--- src/rtl/adc_scan_sequencer.sv ---
// Round-robin ADC channel scanner for an SPI ADC master with a one-frame address pipeline.
// Results are tagged with their true channel and held in a valid/ready register with sticky overflow.
module adc_scan_sequencer #(
  parameter int SYS_FRE    = 50_000_000,
  parameter int SPI_FRE    = 1_000_000,
  parameter int FRAME_BITS = 16,
  parameter int GAP_CYCLES = 4,
  parameter int DATA_WIDTH = 12
) (
  input  logic                  sys_clk,
  input  logic                  sys_rst,
  input  logic                  scan_start,
  input  logic                  scan_stop,
  input  logic                  continuous,
  input  logic [7:0]            ch_enable,
  input  logic [DATA_WIDTH-1:0] data_receive,
  output logic                  spi_start,
  output logic [2:0]            addr,
  output logic                  busy,
  output logic                  result_valid,
  input  logic                  result_ready,
  output logic [DATA_WIDTH-1:0] result_data,
  output logic [2:0]            result_ch,
  output logic                  overflow
);

  localparam int HALF         = SYS_FRE / SPI_FRE;
  localparam int FRAME_CYCLES = 2 * FRAME_BITS * HALF;
  localparam int CNT_MAX      = (FRAME_CYCLES > GAP_CYCLES) ?
                                FRAME_CYCLES : GAP_CYCLES;
  localparam int CW           = $clog2(CNT_MAX + 1);
  localparam logic [CW-1:0] FRAME_LAST = CW'(FRAME_CYCLES - 1);
  localparam logic [CW-1:0] GAP_LAST   = CW'(GAP_CYCLES - 1);

  typedef enum logic [1:0] {
    S_IDLE,
    S_FRAME,
    S_GAP
  } state_t;

  state_t r_state;
  state_t w_state_nxt;

  logic [CW-1:0]         r_cnt;
  logic [2:0]            r_prev_ch;
  logic                  r_prim;
  logic                  r_cont;
  logic                  r_stop;
  logic                  r_flush;
  logic                  r_spi_start;
  logic [2:0]            r_addr;
  logic                  r_busy;
  logic                  r_valid;
  logic [DATA_WIDTH-1:0] r_data;
  logic [2:0]            r_ch;
  logic                  r_ovf;

  logic [CW-1:0]         w_cnt_nxt;
  logic [2:0]            w_prev_nxt;
  logic                  w_prim_nxt;
  logic                  w_cont_nxt;
  logic                  w_stop_nxt;
  logic                  w_flush_nxt;
  logic [2:0]            w_addr_nxt;
  logic                  w_valid_nxt;
  logic [DATA_WIDTH-1:0] w_data_nxt;
  logic [2:0]            w_ch_nxt;
  logic                  w_ovf_nxt;

  logic                  w_any;
  logic                  w_start;
  logic                  w_frame_end;
  logic                  w_gap_end;
  logic                  w_done;
  logic                  w_push;
  logic                  w_wrap;
  logic [2:0]            w_first_ch;
  logic [2:0]            w_next_ch;
  logic [2:0]            w_idx;

  assign w_any       = |ch_enable;
  assign w_start     = (r_state == S_IDLE) && scan_start && w_any;
  assign w_frame_end = (r_state == S_FRAME) && (r_cnt == FRAME_LAST);
  assign w_gap_end   = (r_state == S_GAP) && (r_cnt == GAP_LAST);
  assign w_push      = w_gap_end && r_prim;
  assign w_wrap      = (w_next_ch <= r_addr);
  assign w_done      = !w_any ||
                       (r_cont ? (r_stop || scan_stop) : r_flush);

  // Lowest enabled bit, and nearest enabled bit after r_addr (mod 8)
  always_comb begin
    w_first_ch = 3'd0;
    for (int i = 7; i >= 0; i--) begin
      if (ch_enable[i]) w_first_ch = 3'(i);
    end
    w_idx     = 3'd0;
    w_next_ch = r_addr;
    for (int k = 7; k >= 1; k--) begin
      w_idx = r_addr + 3'(k);
      if (ch_enable[w_idx]) w_next_ch = w_idx;
    end
  end

  always_ff @(posedge sys_clk) begin
    if (sys_rst) r_state <= S_IDLE;
    else         r_state <= w_state_nxt;
  end

  always_comb begin
    w_state_nxt = r_state;
    unique case (r_state)
      S_IDLE:  if (w_start) w_state_nxt = S_FRAME;
      S_FRAME: if (w_frame_end) w_state_nxt = S_GAP;
      S_GAP:   if (w_gap_end) begin
        w_state_nxt = w_done ? S_IDLE : S_FRAME;
      end
      default: w_state_nxt = S_IDLE;
    endcase
  end

  always_comb begin
    w_cnt_nxt   = r_cnt + 1'b1;
    w_prev_nxt  = r_prev_ch;
    w_prim_nxt  = r_prim;
    w_cont_nxt  = r_cont;
    w_stop_nxt  = r_stop;
    w_flush_nxt = r_flush;
    w_addr_nxt  = r_addr;
    w_valid_nxt = r_valid && !result_ready;
    w_data_nxt  = r_data;
    w_ch_nxt    = r_ch;
    w_ovf_nxt   = r_ovf;
    if (w_state_nxt != r_state || r_state == S_IDLE) w_cnt_nxt = '0;
    if (w_start) begin
      w_addr_nxt  = w_first_ch;
      w_prim_nxt  = 1'b0;
      w_cont_nxt  = continuous;
      w_stop_nxt  = 1'b0;
      w_flush_nxt = 1'b0;
      w_ovf_nxt   = 1'b0;
    end
    if (r_state != S_IDLE && r_cont && scan_stop) w_stop_nxt = 1'b1;
    if (w_gap_end) begin
      w_prev_nxt = r_addr;
      w_prim_nxt = 1'b1;
      if (!w_done) begin
        w_addr_nxt  = w_next_ch;
        w_flush_nxt = !r_cont && w_wrap;
      end
    end
    // The word sampled now belongs to the frame before the one just sent
    if (w_push) begin
      w_valid_nxt = 1'b1;
      w_data_nxt  = data_receive;
      w_ch_nxt    = r_prev_ch;
      if (r_valid && !result_ready) w_ovf_nxt = 1'b1;
    end
  end

  always_ff @(posedge sys_clk) begin
    if (sys_rst) begin
      r_cnt       <= '0;
      r_prev_ch   <= 3'd0;
      r_prim      <= 1'b0;
      r_cont      <= 1'b0;
      r_stop      <= 1'b0;
      r_flush     <= 1'b0;
      r_spi_start <= 1'b0;
      r_addr      <= 3'd0;
      r_busy      <= 1'b0;
      r_valid     <= 1'b0;
      r_data      <= '0;
      r_ch        <= 3'd0;
      r_ovf       <= 1'b0;
    end else begin
      r_cnt       <= w_cnt_nxt;
      r_prev_ch   <= w_prev_nxt;
      r_prim      <= w_prim_nxt;
      r_cont      <= w_cont_nxt;
      r_stop      <= w_stop_nxt;
      r_flush     <= w_flush_nxt;
      r_spi_start <= (w_state_nxt == S_FRAME);
      r_addr      <= w_addr_nxt;
      r_busy      <= (w_state_nxt != S_IDLE);
      r_valid     <= w_valid_nxt;
      r_data      <= w_data_nxt;
      r_ch        <= w_ch_nxt;
      r_ovf       <= w_ovf_nxt;
    end
  end

  assign spi_start    = r_spi_start;
  assign addr         = r_addr;
  assign busy         = r_busy;
  assign result_valid = r_valid;
  assign result_data  = r_data;
  assign result_ch    = r_ch;
  assign overflow     = r_ovf;

endmodule

--- config.mk ---
export PLATFORM = sky130hd
export DESIGN_NAME = adc_scan_sequencer
export DESIGN_NICKNAME = d
export VERILOG_FILES = /design/src/rtl/adc_scan_sequencer.sv
export SDC_FILE = /design/constraint.sdc
export NUM_CORES = 1
export LEC_CHECK = 0
export BUFFER_PORTS_ARGS = -buffer_cell sky130_fd_sc_hd__buf_2
export CORE_AREA = 4 4 92 94
export DETAILED_ROUTE_END_ITERATION = 6
export DIE_AREA = 0 0 96 98
export SYNTH_ARGS = -nofsm -noshare
export SYNTH_HDL_FRONTEND = slang
export SYNTH_SLANG_ARGS = --single-unit
--- constraint.sdc ---
create_clock -name sys_clk -period 4.1 [get_ports sys_clk]
set_input_delay 0.82 -clock sys_clk [delete_from_list [all_inputs] [get_ports sys_clk]]
set_output_delay 0.82 -clock sys_clk [all_outputs]
set_load 0.01 [all_outputs]
==> qor.yml, run 1 <==
slew_viol_final: 0
vias: 2504
crit_type: "flip-flop to flip-flop"
n_antenna_cell: 0
post_cts.repair.setup_buffers: 0
ir_drop_uv: 218
crit_chain: "inv_1 -> ha_1 -> mux4_2 -> mux2_4 -> o21ai_2 -> a31oi_1 -> and4_1 -> nor3_2 -> ha_1 -> a21o_1 -> a21oi_1 -> a31oi_1 -> nor3_1 -> a31oi_1 -> nor2_1"
die_x_um: 96
finalCriticalPeriod_ns: 3.55
maxCapViolCount: 0
setup_viol: 0
pwr_density_cell_mw_per_mm2: 299
grtUsageMet2: 0.237
cts_tree: "built"
die_y_um: 98
syn_nets: 368
worst_hold_path_type: "flip-flop to flip-flop"
synth_area_per_cell_um2: 7.86
worst_slew_pin_slew_ns: 0.744
skew_ns: 0.00988
wl_per_cell_um: 14.1
cp_max_fo: 10
grt_use_met3: 0.0262
fin_crit_sh: 0.865
cpMostUsedCell: "a31oi_1"
coreArea_mm2: 0.00765
insertion_delay_ns: 0.30
ys_seq_area_frac: 0.318
drc: 0
detail-route-antenna-nets: 0
ys.flop_type: "dfxtp_1"
viasPerCell: 5.27
holdPathStages: 2
dp_hpwl_mm: 4.98
multi_input_area_mm2: 0.00163
cp.arrival_ns: 3.79
drive_gt1_frac: 0.204
num-nets-final: 404
min_from: "result_ch[0]$_SDFFE_PP0P_"
synth_edf_count: 0
utilization: 0.394
grt_pass1_wl_mm: 11.1
synthCells: 336
r2r_setup_slack_ns: 0.55
area_growth_pct: 13.9
fmax_mhz: 282
hold_end: "result_ch[0]$_SDFFE_PP0P_"
path_buf_inv: 1
synth.distinct_cells: 57
hold_viol: 0
io_pins: 48
clk_root_buffer_cell: "clkbuf_8"
seq_area_um2: 841
yosysWarnings: 0
drt_iter0_markers: 125
hold_buffers: 0
rows: 32
power.leakage_nw: 1.17
numCtsBuffers: 5
crit_path_top_delay_cell: "mux4_2"
clock_sinks: 42
antenna_found_initial: 0
gr-total-overflow: 0
io_buffers: 47
startpoint: "addr[0]$_SDFF_PP0_"
p_total_uw: 901
status: "finished clean"
r2r_end: "r_flush$_SDFF_PP0_"
setup-tns-final_ns: 0
grt_max_degree: 33
cts_resized: 0
cp.required_ns: 4.34
start_util: 0.346
synthArstFlopShare: 0
cpPeakStageDelay_ns: 0.61
cp-end-kind: "flip-flop"
ys_ff_latch: 42
cts_htree_levels: 2
track_usage: 0.146
cp_top_family: "multiplexers"
rsz0062_at_grt: "false"
cts_buffer_depth: 2
startpoint_type: "flip-flop"
grt.busiest_layer: "met2"
drtPass1Iterations: 4
grt_pass1_vias: 2318
use_met1: 0.191
clkTransAtPathRegs_ns: 0.09
netlist_area_mm2: 0.00264
routabilityCongestion: 0.887
r2r-start: "addr[0]$_SDFF_PP0_"
slew_headroom: 0.504
wl_mm: 6.68
worst_r2r_path_depth: 15
dieArea_mm2: 0.00941
fillerInstances: 811
## layer usage
metal	share of wire	vias to the layer above	wire length (um)
met1	0.44	1171	2910
met3	0.039	11	260
li1	-	1251	-
met4	0.017	0	116
met5	0	-	0
met2	0.51	71	3390
## worst register-to-register path, stage by stage, from the launching register on
cell	delay, ns
dfxtp_1	0.33
inv_1	0.12
ha_1	0.55
mux4_2	0.61
mux2_4	0.31
o21ai_2	0.11
a31oi_1	0.09
and4_1	0.22
nor3_2	0.25
ha_1	0.29
a21o_1	0.16
a21oi_1	0.13
a31oi_1	0.05
nor3_1	0.13
a31oi_1	0.06
nor2_1	0.09
## cell usage in the layout (no fill, tap or decap), types with 4 or more instances in the layout
master	instances
nand3_1	10
xnor2_1	7
clkbuf_8	5
inv_1	15
and3_1	4
nor3_1	7
mux2i_1	7
a31oi_1	12
buf_4	4
nor2_1	36
dfxtp_1	42
ha_1	6
a21oi_1	35
o21ai_0	9
xor2_1	6
nand2_1	55
nand2b_1	7
nor4_1	4
mux4_2	6
buf_2	47
## where the power goes
group / leakage (nW) / internal [mW] / switching [mW]
combinational: 0.788 / 0.0889 / 0.118
sequential: 0.340 / 0.413 / 0.00681
clock: 0.0447 / 0.123 / 0.151
## metrics by stage
| step | instance area, um2 | instances | setup WS [ns] | hold slack [ns] |
|---|---|---|---|---|
| 2_1_floorplan | 2640 | 336 | 0.510 | 0.430 |
| 3_3_place_gp | 2920 | 467 | 0.607 | 0.436 |
| 3_5_place_dp | 2920 | 467 | 0.561 | 0.443 |
| 4_1_cts | 3010 | 475 | 0.541 | 0.455 |
| 5_1_grt | 3010 | 475 | 0.227 | 0.481 |
| 6_report | 3010 | 475 | 0.552 | 0.452 |
## worst max-delay path by stage
| stage | end | slack, ns | cells after the start |
|---|---|---|---|
| floorplan | r_flush$_SDFF_PP0_ | 0.51 | 18 |
| global placement | r_flush$_SDFF_PP0_ | 0.61 | 15 |
| detailed placement | r_flush$_SDFF_PP0_ | 0.56 | 15 |
| CTS | r_flush$_SDFF_PP0_ | 0.54 | 15 |
| global route | r_flush$_SDFF_PP0_ | 0.23 | 15 |
| finish | r_flush$_SDFF_PP0_ | 0.55 | 15 |
## registers in the layout (all words and copies together) (netlist names), 2 cells and up
name         flops
r_prev_ch        3
addr             3
result_data     12
r_state          2
r_cnt           11
result_ch        3
## kinds of logic (layout without fill, tap and decap cells)
logic type | after synthesis | after routing | synth area share
adder cells (fa/ha/maj) | 6 | 6 | 0.0284
flip-flops | 42 | 42 | 0.318
AO/OA/AOI/OAI | 81 | 81 | 0.194
AND/OR/NAND/NOR | 139 | 139 | 0.241
multiplexers | 18 | 18 | 0.109
XOR/XNOR | 13 | 13 | 0.0431
buffers and inverters | 37 | 74 | 0.0663
## synthesized netlist by cell type (7+ instances only)
cell	n	share of area
inv_1	15	0.021
mux2i_1	7	0.027
clkbuf_1	9	0.013
xnor2_1	7	0.023
nor2_1	36	0.051
nand2b_1	7	0.017
nor3_1	7	0.013
buf_2	8	0.015
a31oi_1	12	0.028
nand3_1	10	0.019
nand2_1	55	0.078
dfxtp_1	42	0.32
a21oi_1	35	0.066
o21ai_0	9	0.017
## final cells by class
| type | instances | share of cell area |
|---|---|---|
| Clock inverter | 3 | 0.00831 |
| Multi-Input combinational cell | 257 | 0.540 |
| Sequential cell | 42 | 0.279 |
| Tap cell | 102 | 0.0424 |
| Inverter | 15 | 0.0187 |
| Timing Repair Buffer | 51 | 0.0881 |
| Clock buffer | 5 | 0.0229 |
Power figures use the tool's default switching activity.
==> inputs of run 2 (changes only) <==
==> constraint.sdc (replaced) <==
create_clock -name sys_clk -period 4.6 [get_ports sys_clk]
set_input_delay 0.92 -clock sys_clk [delete_from_list [all_inputs] [get_ports sys_clk]]
set_output_delay 0.92 -clock sys_clk [all_outputs]
set_load 0.01 [all_outputs]
==> qor.yml, run 2 (same netlist as run 1, synthesis figures left out) <==
p_clk_frac: 0.342  # +0.038
dp_hpwl_mm: 4.77  # -4.1%
hold_buffers: 0  # unchanged
worst_hold_path_type: "flip-flop to flip-flop"
area_growth_pct: 14.5
largest_reg_flops: 12  # unchanged
cp_max_fo: 10  # unchanged
detail-route-antenna-nets: 0  # unchanged
cp-end-kind: "flip-flop"
start_util: 0.346  # unchanged
track_usage: 0.141  # -0.00497
cts_htree_levels: 2  # unchanged
wl_mm: 6.50  # -2.7%
drive_gt1_frac: 0.201  # -0.00268
io_buffers: 47  # unchanged
n_antenna_cell: 0  # unchanged
setup_viol: 0  # unchanged
final_common_cell: "nand2_1"
routabilityCongestion: 0.900  # +1.4%
io_pins: 48  # unchanged
die_x_um: 96  # unchanged
grt_pass1_vias: 2335  # +0.73%
slew_headroom: 0.476  # -0.0283
worst_slew_pin_slew_ns: 0.786  # +0.0424 ns
coreArea_mm2: 0.00765  # unchanged
seq_power_share: 0.443  # -0.023
drc: 0  # unchanged
fillerInstances: 810  # -0.12%
gr-total-overflow: 0  # unchanged
fin_crit_sh: 0.773  # -0.0921
netSwitchingFraction: 0.280  # -0.0268
ir_drop_uv: 171  # -22%
pwr-share-comb: 0.216  # -0.014
antenna_found_initial: 0  # unchanged
r2r-start: "addr[1]$_SDFF_PP0_"
worstSetupEndpoint: "r_flush$_SDFF_PP0_"
insertion_delay_ns: 0.29  # about the same
rsz0062_at_grt: "false"
vias: 2436  # -2.7%
drtPass1Iterations: 4  # unchanged
pwr_density_cell_mw_per_mm2: 279  # -6.6%
dieArea_mm2: 0.00941  # unchanged
numCtsBuffers: 5  # unchanged
fin_hold_ws_ns: 0.451  # -0.000481 ns
skew_ns: 0.00481  # -0.00507 ns
viasPerCell: 5.13  # -2.7%
cp.required_ns: 4.83  # +0.49 ns
drt_iter0_markers: 111  # -11%
num-nets-final: 404  # unchanged
cts_buffer_depth: 2  # unchanged
clk_root_buffer_cell: "clkbuf_8"
cp.arrival_ns: 3.79  # about the same
startpoint: "addr[1]$_SDFF_PP0_"
cts_resized: 0  # unchanged
post_cts.repair.setup_buffers: 0  # unchanged
crit_type: "flip-flop to flip-flop"
grt_max_degree: 33  # unchanged
wl_per_cell_um: 13.7  # -2.7%
clock_sinks: 42  # unchanged
fmax_mhz: 281  # -0.25%
power.leakage_nw: 1.18  # +0.57%
switching_power_uw: 236  # -14%
finalCriticalPeriod_ns: 3.56  # +0.00901 ns
slew_viol_final: 0  # unchanged
p_int_uw: 609  # -2.5%
utilization: 0.396  # +0.00213
hold_viol: 0  # unchanged
r2r_setup_slack_ns: 1.04  # +0.49 ns
maxCapViolCount: 0  # unchanged
setup-tns-final_ns: 0  # unchanged
worst_r2r_path_depth: 15  # unchanged
startpoint_type: "flip-flop"
clkTransAtPathRegs_ns: 0.08  # about the same
final_cell_mix: "nand2_1, buf_2, dfxtp_1"
r2r_end: "r_flush$_SDFF_PP0_"
cts_tree: "built"
rows: 32  # unchanged
die_y_um: 98  # unchanged
status: "finished clean"
min_from: "result_data[1]$_SDFFE_PP0P_"
grt_pass1_wl_mm: 10.8  # -2.2%
==> run 2: cell types whose count changed in the layout (fill, tap and decap cells not counted), sizes merged <==
| cell | previous run | this run |
|---|---|---|
| bufinv | 0 | 1 |
| clkbuf | 5 | 6 |
| clkinv | 1 | 0 |
| inv | 16 | 15 |
==> run 2: metrics by stage <==
step,total power [mW],cell area [um2],setup slack (ns),instances
after floorplan,0.519,2640,1.01,336
after global placement,0.565,2920,1.05,467
after detailed placement,0.564,2920,1.02,467
after CTS,0.857,3030,1.04,475
after global routing,0.890,3030,0.746,475
final,0.846,3030,1.04,475
==> run 2: how the worst min path moves through the flow <==
stage / endpoint / slack, ns / cells after the start
final: result_data[1]$_SDFFE_PP0P_ / 0.45 / 2
after global routing: result_ch[0]$_SDFFE_PP0P_ / 0.47 / 2
after CTS: result_data[6]$_SDFFE_PP0P_ / 0.45 / 2
after detailed placement: result_data[6]$_SDFFE_PP0P_ / 0.44 / 2
after global placement: result_data[1]$_SDFFE_PP0P_ / 0.44 / 2
after floorplan: r_cnt[0]$_SDFF_PP0_ / 0.43 / 1
==> run 2: routing by layer <==
metal / GRT usage / wire length, um / up-vias
li1: - / - / 1259
met1: 0.181 / 2940 / 1138
met2: 0.241 / 3310 / 34
met3: 0.0239 / 200 / 5
met4: 0.0339 / 55 / 0
met5: 0 / 0 / -
==> run 2: final cells by class <==
type | count | area [um2] | share of cell area
multi-input combinational | 257 | 1630 | 0.537
sequential | 42 | 841 | 0.278
inverter | 15 | 56.3 | 0.0186
timing repair buffer | 51 | 265 | 0.0876
clock inverter | 2 | 37.5 | 0.0124
clock buffer | 6 | 72.6 | 0.0240
tap | 102 | 128 | 0.0422
==> run 2: power groups by stage <==
stage | sequential, mW | combinational [mW] | clock [mW]
3_5_place_dp | 0.383 | 0.181 | 0
2_1_floorplan | 0.381 | 0.138 | 0
5_1_grt | 0.375 | 0.202 | 0.312
4_1_cts | 0.374 | 0.182 | 0.300
3_3_place_gp | 0.383 | 0.182 | 0
6_report | 0.375 | 0.182 | 0.289
==> run 2: critical path: stages (launching register included) <==
cell and delay [ns]:
dfxtp_1 0.34, inv_1 0.12, ha_1 0.55, mux4_2 0.62, mux2_4 0.32, o21ai_2 0.12, a31oi_1 0.09, and4_1 0.22
nor3_2 0.21, ha_1 0.27, a21o_1 0.16, a21oi_1 0.13, a31oi_1 0.05, nor3_1 0.13, a31oi_1 0.06, nor2_1 0.10
==> inputs of run 3 (changes only) <==
==> constraint.sdc (replaced) <==
create_clock -name sys_clk -period 2.9 [get_ports sys_clk]
set_input_delay 0.58 -clock sys_clk [delete_from_list [all_inputs] [get_ports sys_clk]]
set_output_delay 0.58 -clock sys_clk [all_outputs]
set_load 0.01 [all_outputs]
==> qor.yml, run 3 (same netlist as run 1, synthesis figures left out) <==
drive_gt1_frac: 0.309  # +0.108
worst_slew_pin_slew_ns: 0.567  # -0.219 ns
cp_top_family: "compound AO/OA/AOI/OAI gates"
fin_crit_sh: 1.07  # +0.299
cts_htree_levels: 2  # unchanged
area_growth_pct: 29.2
finalCriticalPeriod_ns: 3.11  # -0.447 ns
fin_hold_ws_ns: 0.450  # -0.00119 ns
n_antenna_cell: 0  # unchanged
cp_num_cells: 13  # -2
ir_drop_uv: 333  # +95%
hold_viol: 0  # unchanged
die_x_um: 96  # unchanged
pwr_density_cell_mw_per_mm2: 423  # +51%
num-nets-final: 449  # +11%
insertion_delay_ns: 0.29  # about the same
utilization: 0.446  # +0.0507
holdPathStages: 2  # unchanged
place_area_mm2: 0.00323  # +11%
fin_ws_ns: -0.210  # -1.25 ns
cpMostUsedCell: "a31oi_1"
drt_iter0_markers: 159  # +43%
slew_viol_final: 0  # unchanged
routabilityCongestion: 0.871  # -3.2%
start_util: 0.346  # unchanged
numCtsBuffers: 5  # unchanged
io_buffers: 47  # unchanged
cpPeakStageDelay_ns: 0.56  # -0.06 ns
grt_max_degree: 24  # -27%
fillerInstances: 788  # -2.7%
dieArea_mm2: 0.00941  # unchanged
grt_pass1_wl_mm: 11.5  # +6.2%
maxCapViolCount: 0  # unchanged
crit_chain: "inv_6 -> ha_4 -> mux4_2 -> a221oi_2 -> o221ai_1 -> o311ai_1 -> a31oi_1 -> ha_1 -> a21oi_2 -> a31oi_1 -> nor3_1 -> a31oi_1 -> nor2_1"
startpoint_type: "flip-flop"
drc: 0  # unchanged
cp-end-kind: "flip-flop"
power.leakage_nw: 1.40  # +19%
viasPerCell: 5.00  # -2.5%
gr-total-overflow: 0  # unchanged
failed_checks: "negative setup slack"
clock_sinks: 42  # unchanged
cp.required_ns: 3.08  # -1.75 ns
slew_headroom: 0.621  # +0.145
wl_per_cell_um: 13.1  # -4.1%
fmax_mhz: 322  # +14%
p_total_mw: 1.45  # +71%
largest_reg_flops: 12  # unchanged
clk_root_buffer_cell: "clkbuf_8"
wl_mm: 6.82  # +5.0%
die_y_um: 98  # unchanged
dp_hpwl_mm: 5.25  # +10%
antenna_found_initial: 0  # unchanged
setup_viol: 2  # +2
grt_pass1_vias: 2530  # +8.4%
crit_type: "flip-flop to flip-flop"
rows: 32  # unchanged
vias: 2599  # +6.7%
io_pins: 48  # unchanged
cp.arrival_ns: 3.29  # -0.50 ns
worst_r2r_path_depth: 13  # -2
final_common_cell: "nand2_1"
rsz0062_at_grt: "true"
clkTransAtPathRegs_ns: 0.08  # about the same
cp_max_fo: 4  # -6
cts_buffer_depth: 2  # unchanged
crit_path_top_delay_cell: "mux4_2"
final_cell_mix: "nand2_1, buf_2, buf_4"
track_usage: 0.149  # +0.00809
skew_ns: 0.00676  # +0.00195 ns
final_area_mm2: 0.00341  # +13%
status: "complete, but fails checks"
detail-route-antenna-nets: 0  # unchanged
worst_hold_path_type: "flip-flop to flip-flop"
coreArea_mm2: 0.00765  # unchanged
drtPass1Iterations: 4  # unchanged
cts_tree: "built"
path_buf_inv: 1  # unchanged
[run 3: cell count changes in the layout (fill, tap and decap cells not counted), sizes merged]
cell,delta
buf,+45
[run 3: path summary, 6_finish.rpt]
path	from	end	slack [ns]
worst max register to register	addr[0]$_SDFF_PP0_	r_flush$_SDFF_PP0_	-0.21
worst min register to register	result_ch[2]$_SDFFE_PP0P_	result_ch[2]$_SDFFE_PP0P_	0.45
worst min-delay path	result_ch[2]$_SDFFE_PP0P_	result_ch[2]$_SDFFE_PP0P_	0.45
worst max-delay path	addr[0]$_SDFF_PP0_	r_flush$_SDFF_PP0_	-0.21
[run 3: what timing repair did]
item                       in CTS  in global routing
setup buffers                   4                  3
pin swaps                       7                  5
resized for setup               6                  2
hold buffers                    0                  0
setup endpoints to repair       1                  2
[run 3: metal layers]
layer,GRT usage,part of all wire
met1,0.196,0.46
met2,0.252,0.51
met3,0.0239,0.026
met4,0.0328,0.0069
met5,0,0
[run 3: report_power, final]
part,switching [mW],internal (mW)
combinational,0.189,0.206
clock,0.199,0.257
sequential,0.00951,0.584
[run 3: through the flow]
stage / setup WS (ns) / std cells / setup TNS [ns]
2_1_floorplan: -0.372 / 336 / -0.372
3_3_place_gp: -0.276 / 505 / -0.276
3_5_place_dp: -0.231 / 505 / -0.231
4_1_cts: -0.201 / 517 / -0.218
5_1_grt: -0.383 / 520 / -0.627
6_report: -0.210 / 520 / -0.338
[run 3: layout make-up]
type / count / area, um2 / area share
tap: 102 / 128 / 0.0374
clock inverter: 2 / 37.5 / 0.0110
timing repair buffer: 96 / 618 / 0.181
sequential: 42 / 846 / 0.248
inverter: 15 / 63.8 / 0.0187
multi-input combinational: 257 / 1650 / 0.483
clock buffer: 6 / 72.6 / 0.0213
[run 3: worst register-to-register path, cell delays in order, from the launching register on]
cell and delay, ns:
dfxtp_4 0.38, inv_6 0.04, ha_4 0.29, mux4_2 0.56, a221oi_2 0.29, o221ai_1 0.15
o311ai_1 0.31, a31oi_1 0.17, ha_1 0.35, a21oi_2 0.06, a31oi_1 0.15, nor3_1 0.06
a31oi_1 0.14, nor2_1 0.06
